--- config.mk ---
export PLATFORM = sky130hd
export DESIGN_NAME = mul_10bits
export DESIGN_NICKNAME = d
export VERILOG_FILES = /design/src/rtl/cpu10_pkg.sv /design/src/rtl/mul_datapath.sv /design/src/rtl/mul_10bits.sv
export SDC_FILE = /design/constraint.sdc
export NUM_CORES = 1
export LEC_CHECK = 0
export ABC_AREA = 1
export CORE_UTILIZATION = 60
export DETAILED_ROUTE_END_ITERATION = 16
export PLACE_DENSITY = 0.89
export SYNTH_ARGS = -nofsm -noshare
export SYNTH_HDL_FRONTEND = slang
export SYNTH_HIERARCHICAL = 1
export SYNTH_SLANG_ARGS = --single-unit
--- constraint.sdc ---
create_clock -name clk -period 3 [get_ports clk]
set_input_delay 0.45 -clock clk [delete_from_list [all_inputs] [get_ports clk]]
set_output_delay 0.45 -clock clk [all_outputs]
set_load 0.02 [all_outputs]
--- src/rtl/cpu10_pkg.sv ---
// Shared definitions for the 10-bit computer: word width, multiplier
// state encoding and the iteration-counter width.
package cpu10_pkg;

  localparam int WORD_W    = 10;
  localparam int MUL_CNT_W = $clog2(WORD_W + 1);

  typedef enum logic [1:0] {
    IDLE = 2'd0,
    RUN  = 2'd1,
    FIN  = 2'd2
  } mul_state_t;

endpackage

--- src/rtl/mul_datapath.sv ---
// Shift-add datapath: operand magnitudes, the W+1-bit accumulator, the
// multiplier/quotient shift register and the final sign fix-up.
module mul_datapath #(
  parameter int WIDTH = 10
) (
  input  logic               clk,
  input  logic               rst,
  input  logic               i_load,
  input  logic               i_step,
  input  logic               i_signed,
  input  logic [WIDTH-1:0]   i_a,
  input  logic [WIDTH-1:0]   i_b,
  output logic [2*WIDTH-1:0] o_result
);

  logic [WIDTH:0]     r_acc;
  logic [WIDTH-1:0]   r_mq;
  logic [WIDTH-1:0]   r_mcand;
  logic               r_neg;

  logic [WIDTH-1:0]   w_mag_a;
  logic [WIDTH-1:0]   w_mag_b;
  logic [WIDTH:0]     w_sum;
  logic [WIDTH:0]     w_acc_next;
  logic [2*WIDTH-1:0] w_raw;

  // The magnitude of the most negative operand still fits unsigned in W bits.
  always_comb begin
    w_mag_a    = (i_signed && i_a[WIDTH-1]) ? -i_a : i_a;
    w_mag_b    = (i_signed && i_b[WIDTH-1]) ? -i_b : i_b;
    w_sum      = r_acc + {1'b0, r_mcand};
    w_acc_next = r_mq[0] ? w_sum : r_acc;
    w_raw      = {r_acc[WIDTH-1:0], r_mq};
    o_result   = r_neg ? -w_raw : w_raw;
  end

  always_ff @(posedge clk or posedge rst) begin
    if (rst) begin
      r_acc   <= '0;
      r_mq    <= '0;
      r_mcand <= '0;
      r_neg   <= 1'b0;
    end else if (i_load) begin
      r_acc   <= '0;
      r_mq    <= w_mag_b;
      r_mcand <= w_mag_a;
      r_neg   <= i_signed & (i_a[WIDTH-1] ^ i_b[WIDTH-1]);
    end else if (i_step) begin
      r_acc   <= {1'b0, w_acc_next[WIDTH:1]};
      r_mq    <= {w_acc_next[0], r_mq[WIDTH-1:1]};
    end
  end

endmodule

--- src/rtl/mul_10bits.sv ---
// Iterative signed/unsigned multiplier with start/busy/done handshake.
// Handshake: start is taken only in IDLE; done pulses one cycle with a new product.
module mul_10bits
  import cpu10_pkg::*;
#(
  parameter int WIDTH = WORD_W
) (
  input  logic             clk,
  input  logic             rst,
  input  logic             start,
  input  logic [WIDTH-1:0] a,
  input  logic [WIDTH-1:0] b,
  input  logic             signed_op,
  output logic             busy,
  output logic             done,
  output logic [WIDTH-1:0] prod_hi,
  output logic [WIDTH-1:0] prod_lo
);

  localparam int CNT_W = $clog2(WIDTH + 1);

  mul_state_t         r_state;
  mul_state_t         w_next;
  logic [CNT_W-1:0]   r_cnt;
  logic               r_done;
  logic [WIDTH-1:0]   r_hi;
  logic [WIDTH-1:0]   r_lo;
  logic               w_load;
  logic               w_step;
  logic               w_fin;
  logic [2*WIDTH-1:0] w_result;

  mul_datapath #(.WIDTH(WIDTH)) u_dp (
    .clk      (clk),
    .rst      (rst),
    .i_load   (w_load),
    .i_step   (w_step),
    .i_signed (signed_op),
    .i_a      (a),
    .i_b      (b),
    .o_result (w_result)
  );

  always_ff @(posedge clk or posedge rst) begin
    if (rst) r_state <= IDLE;
    else     r_state <= w_next;
  end

  always_comb begin
    w_next = r_state;
    w_load = 1'b0;
    w_step = 1'b0;
    w_fin  = 1'b0;
    case (r_state)
      IDLE: begin
        if (start) begin
          w_load = 1'b1;
          w_next = RUN;
        end
      end
      RUN: begin
        w_step = 1'b1;
        // Last step is the one that takes cnt from 1 to 0.
        if (r_cnt == CNT_W'(1)) w_next = FIN;
      end
      FIN: begin
        w_fin  = 1'b1;
        w_next = IDLE;
      end
      default: w_next = IDLE;
    endcase
  end

  always_ff @(posedge clk or posedge rst) begin
    if (rst)         r_cnt <= '0;
    else if (w_load) r_cnt <= CNT_W'(WIDTH);
    else if (w_step) r_cnt <= r_cnt - CNT_W'(1);
  end

  always_ff @(posedge clk or posedge rst) begin
    if (rst) begin
      r_done <= 1'b0;
      r_hi   <= '0;
      r_lo   <= '0;
    end else begin
      r_done <= w_fin;
      if (w_fin) begin
        r_hi <= w_result[2*WIDTH-1:WIDTH];
        r_lo <= w_result[WIDTH-1:0];
      end
    end
  end

  assign busy    = (r_state != IDLE);
  assign done    = r_done;
  assign prod_hi = r_hi;
  assign prod_lo = r_lo;

endmodule

==> impl_summary.md <==
Synth
After synthesis, the most frequently instantiated cells are sky130_fd_sc_hd__nand2_1, sky130_fd_sc_hd__dfrtp_1, sky130_fd_sc_hd__inv_1. The dominant combinational cell family by area after synthesis is simple AND/OR/NAND/NOR gates. Yosys mapped a number of flops with a built-in enable equal to 0. The synthesized design contains slightly below 60 register bits. The sequential fraction of the synthesis area is between 30% and 40%. The synthesis warning total is 6. Sorting the synthesized cells by area gives the leading types as sky130_fd_sc_hd__dfrtp_1, sky130_fd_sc_hd__nand2_1, sky130_fd_sc_hd__inv_1. The synthesized area per cell is about 7.2 sq um. Of the total synthesized cell area, the portion taken by XOR and XNOR cells is ~5.5%. The synthesized netlist devotes around 12% of its cell area to compound gates. Yosys mapped the design onto 39 distinct sky130hd cell types.

The async set-reset flop share out of synthesis is between 90% and 100%. The area share of fa/ha/maj cells after synthesis is under 10%. The cell type contributing the most total cell area after synthesis is sky130_fd_sc_hd__dfrtp_1. Synthesis handed over a netlist of 532 instances. The simple logic cell fraction of the synthesized area is 31.21%.

After synthesis, the share of cell area in mux cells is 0%. Of the post-synthesis cell area, the dominant cell type holds a little under two fifths. After synthesis the cells add up to about 3800 sq um. Among all cell types in the netlist, the one instantiated most often is sky130_fd_sc_hd__nand2_1. The number of nets in the synthesized netlist is about 570. The commonest register cell after synthesis is sky130_fd_sc_hd__dfrtp_1.

Timing
Setup repair after global routing left no endpoint under its margin. The number of endpoints with negative hold slack in the final report is 0. The relative max-transition margin is roughly 36%. Derived from the worst setup path, the maximum achievable clock frequency is 0.4675 GHz. The max-slew violation count is 0. The transition time at the pin with the least slew margin is 966.2 ps. The worst path uses 71.29% of the clock period. The sum of negative setup slack is 0 ps.

Counting I/O delays and the setup requirement, the final critical path takes roughly 2100 ps. The number of endpoints failing setup at the final stage is 0. The minimum setup slack in the final design is 861.2 ps. The clock skew after layout is around 12 ps.

Finish
After filler insertion, the fill cell instance count of the layout stands at between 400 and 500. The growth of design area from synthesis to finish is 18.68%. The antenna diode count is 0. The net count reported at finish is roughly 620. In the final layout, flip-flops and latches occupy 1451 sq um.

The fraction of layout cells with a size suffix above 1 is 6.003%. Summing all multi-input logic gate instances after layout gives ~2100 sq um. The post-route cell area is 4539 sq um.

Pwr
Cell internal power was estimated by the tool at 2.692 mW. Of the total power, the share spent switching nets is a little under half. The clock network fraction of total power is between 15 and 20%. IR analysis of the VDD net gives a maximum drop of roughly 0.65 mV. The static leakage is approximately 2.3 nW.

The power dissipated by switching net loads is 2.346 mW. Of the total power, combinational logic draws 53.6%. The share of power burned in registers is between 20% and 30%.

Dividing total power by cell area gives a power density of ~1100 nW/um^2.

Global route
For this run, the total global-route usage over all layers was measured as 30.64%. The most congested layer reported by global routing is met2. The pin count of the biggest net entering global routing is 32. The met1 layer usage reported by global route is 40.01%. The via count of the first global-routing pass is between 3,000 and 4,000.

For this run the aggregate overflow at the end of global routing stands at 0. Global routing consumed, on the met2 layer, 49.59% of the routing resources. The first-pass GRT wire length is about 16,000 microns. The number of antenna violations at the first check in global routing is 0. The met3 track utilization from global routing is approximately 5.7%.

Setup path
The slowest cell on the critical path is sky130_fd_sc_hd__dfrtp_1. The setup path with the least slack is of type reg2reg. The worst setup path is captured at a flop.

For this run, the slowest stage of the critical path takes 440 ps. The critical path data required time is ~3200 ps. By instance count, the cell type seen most on the critical path is sky130_fd_sc_hd__inv_1. STA puts the critical path data arrival time at about 2400 ps. The worst path buffer plus inverter count is 3. The worst setup path is launched from a flop. The cell family contributing the most delay on the critical path is simple AND/OR/NAND/NOR gates. The critical path goes through nor2_1, nand2_2, inv_1, inv_1, nand2_1, nor2_1, inv_1, o22ai_1, a21oi_1, nand2_1. The top fanout value on the critical path is 13.

Floorplanning
The count of standard-cell rows is 28. During I/O placement, the number of pins put on the boundary was 46. Once the floorplan was initialized, standard cells occupied between 60% and 70% of the core. The die is a little over 80 microns tall. In this run the standard cell core region covers 6026 sq um. Measured along the x axis, the die boundary spans ~82 microns. The floorplan die area is ~6700 sq um.

Route
Dividing the detail-routed via count by the number of cells gives about 5.6. The count of nets left with antenna violations once routing finished came out at 0. The post-detailed-routing wire length is around 9200 microns. The violation count after the first detailed-route iteration is ~270. The first TritonRoute pass finished after 5 iterations. The vias after detailed routing is about 3,700.

In the final routed layout, each cell accounts on average for between 10 and 15 microns. The number of remaining DRC errors is 0.

CTS
The post-cts resize count is 0. The quantity of hold-fixing buffers added after cts is 0. The number of sinks on the clock net is 58.

The insertion delay of the later-clocked pin in the worst-skew pair is 350 ps. The clock slew seen by the registers of the worst setup and hold paths is approximately 70 ps. The cell at the root of the clock tree is sky130_fd_sc_hd__clkbuf_8. The TritonCTS buffer count is 9.

TritonCTS built the clock tree. The H-tree depth is 3. Buffers added to address setup during post-CTS repair amount to 0.

The number of buffers on the longest clock path is 2.

Min path
The worst hold path belongs to the class reg2reg.

Placed design
The congestion estimate from routability-driven global placement came to between 0.9 and 1. The post-detailed-placement cell area is 4310 sq um. The post-DP HPWL is a little under 7000 microns. The count of buffers added on input and output ports is 45. The post-place setup slack is about 600 ps.

Run
The max capacitance violation total is 0.

Run status
The run finished with clean final reports.
==> tightest hold or removal path, stage by stage (launching register included) <==
cell,delay (ps)
sky130_fd_sc_hd__dfrtp_1,340
sky130_fd_sc_hd__nand2_1,50
sky130_fd_sc_hd__nand2_1,50
==> power groups by stage <==
stage / Sequential, mW / Clock [mW] / Combinational [mW]
2_1_floorplan: 1.56 / 0 / 1.79
3_3_place_gp: 1.49 / 0 / 2.55
3_5_place_dp: 1.50 / 0 / 2.63
4_1_cts: 1.49 / 0.840 / 2.66
5_1_grt: 1.54 / 0.873 / 3.04
6_report: 1.50 / 0.833 / 2.70
==> final timing paths <==
| path | startpoint | cells after the start | endpoint | slack, ps |
|---|---|---|---|---|
| worst min-delay path | prod_lo[6] | 2 | prod_lo[6] | 480 |
| worst min register to register | prod_lo[6] | 2 | prod_lo[6] | 480 |
| min in group asynchronous | rst | 3 | u_dp/r_mq[4] | 510 |
| max in group asynchronous | rst | 2 | prod_hi[7] | 1740 |
| worst max register to register | r_state[1] | 10 | u_dp/r_mq[9] | 860 |
| worst max-delay path | r_state[1] | 10 | u_dp/r_mq[9] | 860 |
==> cell usage in the layout, fill, tap and decap left out, types with 2 or more instances in the layout <==
master	Yosys	routed
sky130_fd_sc_hd__nand3_2	2	2
sky130_fd_sc_hd__nand3_1	29	29
sky130_fd_sc_hd__xor2_1	20	20
sky130_fd_sc_hd__a21oi_1	22	22
sky130_fd_sc_hd__dfrtp_1	58	58
sky130_fd_sc_hd__clkdlybuf4s50_1	0	45
sky130_fd_sc_hd__buf_4	2	2
sky130_fd_sc_hd__inv_1	57	57
sky130_fd_sc_hd__xnor2_1	2	2
sky130_fd_sc_hd__ha_1	15	15
sky130_fd_sc_hd__nand2_1	181	181
sky130_fd_sc_hd__o31ai_1	3	3
sky130_fd_sc_hd__nor3_1	3	3
sky130_fd_sc_hd__o211ai_1	2	2
sky130_fd_sc_hd__nand4_1	7	7
sky130_fd_sc_hd__o22ai_1	2	2
sky130_fd_sc_hd__nor2_1	44	44
sky130_fd_sc_hd__o21ai_0	32	32
sky130_fd_sc_hd__clkbuf_8	0	11
sky130_fd_sc_hd__nand2_2	5	5
sky130_fd_sc_hd__o221ai_1	3	3
sky130_fd_sc_hd__a22oi_1	3	3
sky130_fd_sc_hd__o21ai_1	13	13
sky130_fd_sc_hd__bufinv_16	0	2
sky130_fd_sc_hd__inv_2	2	2
sky130_fd_sc_hd__nor2_4	3	3
==> area by class of cell <==
| type | count | share of cell area (%) |
|---|---|---|
| clock buffer | 12 | 3.418 |
| clock inverter | 4 | 1.626 |
| inverter | 60 | 4.961 |
| multi-input combinational | 402 | 45.70 |
| sequential | 58 | 31.97 |
| tap | 75 | 2.067 |
| timing repair buffer | 47 | 10.25 |
==> registers in the layout (all words and copies together) (netlist names) <==
register	flops
done	1
prod_lo	10
u_dp/r_mcand	10
u_dp/r_acc	10
r_state	2
u_dp/r_neg	1
prod_hi	10
u_dp/r_mq	10
r_cnt	4
==> per-layer routing <==
metal	part of all wire, %	up-vias	wire length [microns]
met1	43	1669	3974
met3	6.7	33	614
li1	-	1809	-
met5	0	-	0
met4	2.5	0	228
met2	48	163	4374
==> cell families (layout without fill, tap and decap cells) <==
group | Yosys count | count (layout)
flops | 58 | 58
simple gates | 280 | 280
xor+xnor | 23 | 23
buf+inv | 72 | 123
compound gates | 83 | 83
fa+ha+maj | 16 | 16
==> stage by stage <==
step | util [%] | power (mW) | std cells | hold WS, ps
finish | 75.33 | 5.037 | 658 | 478.3
global route | 75.33 | 5.456 | 658 | 491.7
CTS | 75.33 | 4.998 | 658 | 482.5
detailed placement | 71.53 | 4.134 | 642 | 463.9
global placement | 71.53 | 4.038 | 642 | 461.5
floorplan | - | 3.344 | 532 | 451.9
No activity file was read; power rests on OpenSTA's default activity.
